### src/rtl/asrv32_stage_seq_pkg.sv
// Shared constants and stage encoding for the asrv32 multi-cycle stage sequencer.
// Stages are one-hot so the state register doubles as the o_stage_q output.
package asrv32_stage_seq_pkg;

   localparam int STAGE_W = 6;

   localparam logic [STAGE_W-1:0] STAGE_FETCH = 6'b000001;
   localparam logic [STAGE_W-1:0] STAGE_DEC   = 6'b000010;
   localparam logic [STAGE_W-1:0] STAGE_EXE   = 6'b000100;
   localparam logic [STAGE_W-1:0] STAGE_MEM   = 6'b001000;
   localparam logic [STAGE_W-1:0] STAGE_WB    = 6'b010000;
   localparam logic [STAGE_W-1:0] STAGE_TRAP  = 6'b100000;

   localparam logic [31:0] NOP_INST = 32'h0000_0013;

   localparam logic [1:0] TRAP_FETCH = 2'd0;
   localparam logic [1:0] TRAP_DATA  = 2'd1;

   typedef enum logic [STAGE_W-1:0] {
      ST_FETCH = STAGE_FETCH,
      ST_DEC   = STAGE_DEC,
      ST_EXE   = STAGE_EXE,
      ST_MEM   = STAGE_MEM,
      ST_WB    = STAGE_WB,
      ST_TRAP  = STAGE_TRAP
   } stage_e;

endpackage

### src/rtl/asrv32_stage_seq_wait_timer.sv
// Wait-state counter shared by the fetch and data handshakes.
// Expires in the cycle that would be the TIMEOUT_CYCLES-th unacknowledged wait.
module asrv32_wait_timer #(
   parameter int TIMEOUT_CYCLES = 16
) (
   input  logic i_clk,
   input  logic i_rst,
   input  logic i_clear,
   input  logic i_enable,
   output logic o_expire
);

   localparam int CW = (TIMEOUT_CYCLES < 2) ? 1 : $clog2(TIMEOUT_CYCLES);

   logic [CW-1:0] r_count;

   // Clear has priority so a fresh wait always starts counting from zero.
   always_ff @(posedge i_clk or posedge i_rst) begin
      if (i_rst) begin
         r_count <= '0;
      end else if (i_clear) begin
         r_count <= '0;
      end else if (i_enable) begin
         r_count <= r_count + CW'(1);
      end
   end

   generate
      if (TIMEOUT_CYCLES == 0) begin : g_noTimeout
         assign o_expire = 1'b0;
      end else begin : g_timeout
         assign o_expire = i_enable && (r_count == CW'(TIMEOUT_CYCLES - 1));
      end
   endgenerate

endmodule

### src/rtl/asrv32_stage_seq.sv
// Fetch/decode/execute/memory/writeback sequencer for the multi-cycle asrv32 core,
// with ack-based memory handshakes, ALU stall, optional MEM skip and a bus-timeout trap.
module asrv32_stage_seq
   import asrv32_stage_seq_pkg::*;
#(
   parameter logic [31:0] PC_RESET       = 32'h0000_0000,
   parameter int          TIMEOUT_CYCLES = 16,
   parameter int          SKIP_MEM       = 1,
   parameter int          CNT_W          = 32
) (
   input  logic               i_clk,
   input  logic               i_rst,
   input  logic [31:0]        i_pc,
   output logic               o_imem_req,
   output logic [31:0]        o_imem_addr,
   input  logic               i_imem_ack,
   input  logic [31:0]        i_imem_rdata,
   output logic [31:0]        o_inst_q,
   input  logic               i_is_mem,
   input  logic               i_alu_busy,
   output logic               o_dmem_req,
   input  logic               i_dmem_ack,
   output logic               o_alu_en,
   output logic               o_mem_en,
   output logic               o_wb_en,
   output logic [STAGE_W-1:0] o_stage_q,
   output logic               o_trap,
   output logic [1:0]         o_trap_stage,
   output logic [CNT_W-1:0]   o_retire_cnt
);

   stage_e           r_state;
   stage_e           w_next;
   logic             r_imemReq;
   logic             r_dmemReq;
   logic [31:0]      r_imemAddr;
   logic [31:0]      r_inst;
   logic             r_trap;
   logic [1:0]       r_trapStage;
   logic [CNT_W-1:0] r_retire;

   logic w_fetchAck;
   logic w_dataAck;
   logic w_waitPending;
   logic w_timerClear;
   logic w_expire;

   // Acks only count while our own request is outstanding; anything else is spurious.
   assign w_fetchAck    = (r_state == ST_FETCH) && r_imemReq && i_imem_ack;
   assign w_dataAck     = (r_state == ST_MEM) && r_dmemReq && i_dmem_ack;
   assign w_waitPending = ((r_state == ST_FETCH) && r_imemReq && !i_imem_ack) ||
                          ((r_state == ST_MEM) && r_dmemReq && !i_dmem_ack);
   assign w_timerClear  = (w_next != r_state);

   asrv32_wait_timer #(
      .TIMEOUT_CYCLES(TIMEOUT_CYCLES)
   ) u_waitTimer (
      .i_clk   (i_clk),
      .i_rst   (i_rst),
      .i_clear (w_timerClear),
      .i_enable(w_waitPending),
      .o_expire(w_expire)
   );

   // Next-stage selection; an ack in the expiry cycle is checked first so it wins.
   always_comb begin
      w_next = r_state;
      case (r_state)
         ST_FETCH: begin
            if (w_fetchAck) begin
               w_next = ST_DEC;
            end else if (w_expire) begin
               w_next = ST_TRAP;
            end
         end
         ST_DEC: w_next = ST_EXE;
         ST_EXE: begin
            if (!i_alu_busy) begin
               w_next = (i_is_mem || (SKIP_MEM == 0)) ? ST_MEM : ST_WB;
            end
         end
         ST_MEM: begin
            if (!r_dmemReq || w_dataAck) begin
               w_next = ST_WB;
            end else if (w_expire) begin
               w_next = ST_TRAP;
            end
         end
         ST_WB:   w_next = ST_FETCH;
         ST_TRAP: w_next = ST_TRAP;
         default: w_next = ST_FETCH;
      endcase
   end

   // Requests are registered from the next stage so they rise on stage entry,
   // which lets a zero-wait memory ack in the very first FETCH/MEM cycle.
   always_ff @(posedge i_clk or posedge i_rst) begin
      if (i_rst) begin
         r_state     <= ST_FETCH;
         r_imemReq   <= 1'b0;
         r_dmemReq   <= 1'b0;
         r_imemAddr  <= PC_RESET;
         r_inst      <= NOP_INST;
         r_trap      <= 1'b0;
         r_trapStage <= TRAP_FETCH;
         r_retire    <= '0;
      end else begin
         r_state   <= w_next;
         r_imemReq <= (w_next == ST_FETCH);
         r_dmemReq <= (w_next == ST_MEM) && i_is_mem;
         if ((w_next == ST_FETCH) && !r_imemReq) begin
            r_imemAddr <= i_pc;
         end
         if (w_fetchAck) begin
            r_inst <= i_imem_rdata;
         end
         if (r_state == ST_WB) begin
            r_retire <= r_retire + CNT_W'(1);
         end
         if ((w_next == ST_TRAP) && (r_state != ST_TRAP)) begin
            r_trap      <= 1'b1;
            r_trapStage <= (r_state == ST_MEM) ? TRAP_DATA : TRAP_FETCH;
         end
      end
   end

   assign o_imem_req   = r_imemReq;
   assign o_imem_addr  = r_imemAddr;
   assign o_inst_q     = r_inst;
   assign o_dmem_req   = r_dmemReq;
   assign o_alu_en     = (r_state == ST_EXE);
   assign o_mem_en     = (r_state == ST_MEM);
   assign o_wb_en      = (r_state == ST_WB);
   assign o_stage_q    = r_state;
   assign o_trap       = r_trap;
   assign o_trap_stage = r_trapStage;
   assign o_retire_cnt = r_retire;

endmodule

### config.mk
export PLATFORM = sky130hd
export DESIGN_NAME = asrv32_stage_seq
export DESIGN_NICKNAME = d
export VERILOG_FILES = /design/src/rtl/asrv32_stage_seq_pkg.sv /design/src/rtl/asrv32_stage_seq_wait_timer.sv /design/src/rtl/asrv32_stage_seq.sv
export SDC_FILE = /design/constraint.sdc
export NUM_CORES = 1
export LEC_CHECK = 0
export ABC_CLOCK_PERIOD_IN_PS = 4850
export CAP_MARGIN = 20
export CORE_UTILIZATION = 30
export DETAILED_ROUTE_END_ITERATION = 10
export GPL_TIMING_DRIVEN = 1
export PLACE_DENSITY = 0.66
export SLEW_MARGIN = 20
export SYNTH_ARGS = -nofsm -noshare
export SYNTH_HDL_FRONTEND = slang
export SYNTH_HIERARCHICAL = 1
export SYNTH_SLANG_ARGS = --single-unit
### constraint.sdc
create_clock -name i_clk -period 4.85 [get_ports i_clk]
set_input_delay 0.7275 -clock i_clk [delete_from_list [all_inputs] [get_ports i_clk]]
set_output_delay 0.7275 -clock i_clk [all_outputs]
set_load 0.01 [all_outputs]
# Word level (Yosys, flattened, before mapping)
# Index checks and enable logic that the tools add are counted.
# W data, S select, Z words.
# totals
wordCells,49
out_inout_bits,110
regBits,111
# classes
addsub,2
reduce_logical,17
muxes,9
eq_ne,12
# ops
operator,n
$add A32 B1 Y32 const B,1
$pmux W6 S5,1
$mux W6,4
$eq A6 B1 Y1 const B,2
$eq A6 B4 Y1 const B,2
$eq A6 B6 Y1 const B,2
$logic_and A1 B1 Y1,10
$mux W4,2
$eq A6 B2 Y1 const B,1
$eq A6 B3 Y1 const B,1
$eq A6 B5 Y1 const B,1
$ne A6 B6 Y1,1
$ne A6 B6 Y1 const B,1
$mux W5,1
$add A4 B1 Y4 const B,1
$eq A4 B4 Y1 const B,1
$logic_not A1 Y1,4
$logic_or A1 B1 Y1,2
$reduce_bool A2 Y1,1
$mux W1,1

# Depth between registers and ports, before layout
# depth
depth_word,10
ltp_mapped,11
ltp_nobuf,8

# Cells and area by module
# Netlist, hierarchy kept.
# modules_own_cells
mod,area_each_um2,cells_each,instances
asrv32_stage_seq,4468.0,329,1
asrv32_wait_timer,231.5,19,1

# Worst setup path after synthesis
# OpenSTA, ideal clock, no wires.
# synth_path
path_type,reg-to-reg
startpoint,register r_state[1] (netlist: o_stage_q[1])
endpoint,register r_imemAddr[0] (netlist: o_imem_addr[0])
stages_incl_launch_ff,12
period_less_slack_ps,2748
setup_time_ps,127
arrival_time_ps,2620
required_time_ps,4723
path_buffers,3
slack_ps,2102
path_cell_list,dfrtp_1 buf_4 or4b_4 nor4b_4 a31o_2 buf_6 and4_1 nor2b_1 o21ai_2 a21oi_4 buf_6 mux2_1
# synth_between
elab_chain_cells,10
word_cells_on_any_way,21
cone_classes,6 x eq/ne; 5 x mux; 10 x reduce/logical
# synth_rtl
item,line_no,text
from (decl),asrv32_stage_seq.sv:32,stage_e r_state;
from (signal assigned),asrv32_stage_seq.sv:108,r_state <= w_next;
$eq A6 B1 Y1 / $eq A6 B4 Y1 (equally long branches),"asrv32_stage_seq.sv:51, asrv32_stage_seq.sv:52",
"$logic_and A1 B1 Y1, on equally long branches (2 in a row)","asrv32_stage_seq.sv:51, asrv32_stage_seq.sv:52",
$logic_or A1 B1 Y1 (*),asrv32_stage_seq.sv:51,assign w_waitPending = ((r_state == ST_FETCH) && r_imemReq && !i_imem_ack) ||
named net w_waitPending,asrv32_stage_seq.sv:44,logic w_waitPending;
$logic_and A1 B1 Y1 (*),asrv32_stage_seq_wait_timer.sv:32,assign o_expire = i_enable && (r_count == CW'(TIMEOUT_CYCLES - 1));
named net w_expire,asrv32_stage_seq.sv:46,logic w_expire;
$mux W6 (*),"asrv32_stage_seq.sv:72, asrv32_stage_seq.sv:85",
"$mux W6, on equally long branches","asrv32_stage_seq.sv:83, asrv32_stage_seq.sv:70",
$pmux W6 S5 (*),asrv32_stage_seq.sv:68,case (r_state)
$eq A6 B1 Y1 (*),asrv32_stage_seq.sv:111,if ((w_next == ST_FETCH) && !r_imemReq) begin
$logic_and A1 B1 Y1 (*),asrv32_stage_seq.sv:111,
to (signal assigned),asrv32_stage_seq.sv:112,r_imemAddr <= i_pc;
to (decl),asrv32_stage_seq.sv:36,logic [31:0] r_imemAddr;
# Mark *: on every way through the listed nets, which the timed path passes. The rest lies on a longest branch.
# A chain may end at the register's enable or synchronous reset.

# Final worst setup path
# layout_path
startpoint,input i_dmem_ack
endpoint,register r_imemAddr[16] (netlist: o_imem_addr[16])
# layout_between
elab_chain_cells,9
word_cells_on_any_way,12
cone_classes,1 x eq/ne; 4 x mux; 7 x reduce/logical
# layout_rtl
item,line_no,text
from (decl),asrv32_stage_seq.sv:22,"input logic i_dmem_ack,"
$logic_not A1 Y1 (*),asrv32_stage_seq.sv:52,((r_state == ST_MEM) && r_dmemReq && !i_dmem_ack);
$logic_and A1 B1 Y1 (*),asrv32_stage_seq.sv:52,
$logic_or A1 B1 Y1 (*),asrv32_stage_seq.sv:51,
named net w_waitPending,asrv32_stage_seq.sv:44,
$logic_and A1 B1 Y1 (*),asrv32_stage_seq_wait_timer.sv:32,
named net w_expire,asrv32_stage_seq.sv:46,
$mux W6 (*),"asrv32_stage_seq.sv:72, asrv32_stage_seq.sv:85",
"$mux W6, on equally long branches","asrv32_stage_seq.sv:83, asrv32_stage_seq.sv:70",
$pmux W6 S5 (*),asrv32_stage_seq.sv:68,
$eq A6 B1 Y1 (*),asrv32_stage_seq.sv:111,
$logic_and A1 B1 Y1 (*),asrv32_stage_seq.sv:111,
# Marked as above.

==> results.yml <==
run_status:
  status: "completed"
logic_synthesis:
  synthFlopType: "dfrtp_1"
  syn_inst: 348
  syn_nets: 420
  synthAdderAreaFrac_pct: 0.532
  ys_ff_latch: 110
  yosys.area_share.xor_xnor_pct: 6.15
  yosysTopAreaCellShare_pct: 56.4
  yosys_warnings: 6
  ys_seq_area_share_pct: 58.7
  ys_types: 51
  synth_area_leaders: "dfrtp_1 56%, mux2_2 14%, xnor2_1 4.8%"
  synth_commonest_cells: "106 x dfrtp_1, 58 x mux2_2, 26 x xnor2_1"
  yosysMostFrequentCell: "dfrtp_1"
  synth_compound_area_share_pct: 2.45
  synth_top_area_cell: "dfrtp_1"
  avgSynthCellArea_um2: 13.5
  synthArstFlopShare_pct: 100
  synthMuxAreaShare_pct: 16.3
  synth_edf_count: 0
  synth-simple-area-share_pct: 12.8
  synth_top_family_by_area: "multiplexers"
  synth_area_um2: 4700
sta:
  fin_skew_ns: 0.00822
  drv_slew: 0
  relSlewSlack_pct: 28.4
  rsz0062_at_grt: "no"
  min_period_ns: 3.26
  min_period_over_period_pct: 67.3
  timing.hold.ws_ns: 0.472
  fin_setup_tns_ns: 0
  setup_viol: 0
  finalHoldViolCount: 0
  worst_pin_slew_ns: 1.07
  max_freq_mhz: 306
layout:
  nFillCells: 1374
  utilization_pct: 45.8
  fin_nets: 596
  diodes: 0
  area_delta_synth_final_pct: 48.6
  final_cells: 740
  final_layout_size_suffix_gt1_share_pct: 17.6
critical_path:
  worst_setup_path_end_kind: "register"
  cp_cell_sequence: "clkdlybuf4s50_1 -> nor2b_1 -> nor4b_4 -> a31o_2 -> and4_1 -> nor2b_1 -> o21ai_2 -> a21oi_4 -> mux2_2"
  startpoint: "i_dmem_ack"
  cp-start-kind: "input pin"
  path_common_cell: "nor2b_1"
  cpMaxStageDelayCell: "a21oi_4"
  path_class: "input pin to register"
  critical-path-max-stage-delay_ns: 0.84
  crit_arrival_ns: 3.49
  cp_max_fo: 32
  required_ns: 5.07
  r2r-start: "o_stage_q[2]"
pwr:
  ir_drop_mv: 0.221
  p_leak_nw: 2.94
  pwr_density_cell_nw_per_um2: 540
  totalPowerFinal_mw: 3.77
worst_hold_path:
  worstHoldStart: "o_trap"
  hp-class: "register to register"
grt:
  gr-total-overflow: 0
  antenna_found_initial: 0
  grt_max_degree: 45
  grt_usage_pct: 14.0
  grt_pass1_vias: 3491
  grt_pass1_wl_mm: 17.9
floorplan:
  rows: 45
  dieArea_um2: 16200
  coreArea_um2: 15300
  die_w_um: 127
  num_io_pins: 180
  die_height_um: 127
  initial_core_util_pct: 30.8
cts:
  clock_sinks: 110
  cts_buffer_depth: 2
  clock_latency_ns: 0.34
  clockRootBuffer: "clkbuf_16"
  postCtsHoldBufs: 0
  cts_tree: "yes"
  cts_resized: 0
  cts_buffers: 9
  h-tree-depth: 3
  clkTransAtPathRegs_ns: 0.07
  cts_setup_buffers: 0
route:
  wl_mm: 11.0
  drcViolationCount: 0
  drt-vias-per-instance: 4.54
  first_pass_iters: 4
  wl_per_cell_um: 14.8
  ant_nets: 0
  drt_iter0_markers: 106
  vias: 3363
placed_design:
  place_hpwl_mm: 7.92
  port_buffers: 178
  place_inst: 724
  gp_routability_congestion: 0.770
run:
  max-cap-violations: 0
-- layout make-up --
| type | count | area, µm² | share of cell area [%] |
|---|---|---|---|
| multi-input combinational | 214 | 1810 | 25.9 |
| timing repair buffer | 181 | 1800 | 25.8 |
| tap | 211 | 264 | 3.78 |
| clock buffer | 14 | 274 | 3.92 |
| clock inverter | 2 | 38.8 | 0.555 |
| sequential | 110 | 2760 | 39.5 |
| inverter | 8 | 32.5 | 0.466 |
-- final timing paths --
path                                          endpoint  cells after the start  slack, ns
max in group asynchronous              o_imem_addr[18]                      3       3.20
worst max-delay path                   o_imem_addr[16]                      9       1.59
worst min register to register                  o_trap                      1       0.47
worst max register to register         o_imem_addr[16]                      8       1.70
worst min-delay path                            o_trap                      1       0.47
min in group asynchronous       u_waitTimer/r_count[2]                      2       0.65
-- report_power, final --
group	total [mW]	switching, mW	internal [mW]
clock	0.768	0.323	0.446
sequential	1.42	0.184	1.24
combinational	1.58	0.622	0.958
total	3.77	1.13	2.64
-- registers in the layout (all words and copies together), names as in the netlist --
name,count
o_imem_addr,32
o_inst_q,32
o_retire_cnt,32
o_stage_q,6
u_waitTimer/r_count,4
o_dmem_req,1
o_imem_req,1
o_trap,1
o_trap_stage,1
-- critical path, delay by kind of cell --
kind,cells,cell delay [ns]
buffers and inverters,1,0.45
multiplexers,1,0.42
AO/OA/AOI/OAI,3,1.25
AND/OR/NAND/NOR,4,0.60
-- stage by stage --
step | worst slack [ns] | area [µm²]
2_1_floorplan | 1.34 | 4700
3_3_place_gp | 1.28 | 6670
3_5_place_dp | 1.21 | 6670
4_1_cts | 1.57 | 6980
5_1_grt | 1.43 | 6980
6_report | 1.59 | 6980
-- cell families after synthesis --
kind of cell,after synthesis
flops,110
simple gates,96
mux,68
xor+xnor,33
buf+inv,24
compound gates,14
fa+ha+maj,2
other cells,1
-- placed cells by master (no fill, tap or decap), drive strengths merged, types with 2 or more instances in the layout --
| cell | count |
|---|---|
| a21oi | 2 |
| and2 | 2 |
| and3 | 9 |
| and4 | 6 |
| buf | 3 |
| clkbuf | 14 |
| clkdlybuf4s50 | 178 |
| dfrtp | 106 |
| dfstp | 4 |
| ha | 2 |
| inv | 9 |
| mux2 | 66 |
| mux2i | 2 |
| nand2 | 19 |
| nand3 | 12 |
| nand3b | 2 |
| nand4 | 8 |
| nand4b | 2 |
| nor2 | 14 |
| nor2b | 5 |
| nor3 | 4 |
| nor4 | 4 |
| o21ai | 2 |
| o22ai | 2 |
| or3 | 2 |
| or4b | 2 |
| xnor2 | 26 |
| xor2 | 7 |
-- metal layers --
metal / track usage, % / part of all wire (%) / vias up
li1: - / - / 1572
met3: 2.93 / 5.6 / 15
met2: 22.7 / 48 / 116
met1: 18.2 / 44 / 1660
met5: 0 / 0 / -
met4: 5.88 / 1.8 / 0
(Power assumes the default switching activity.)
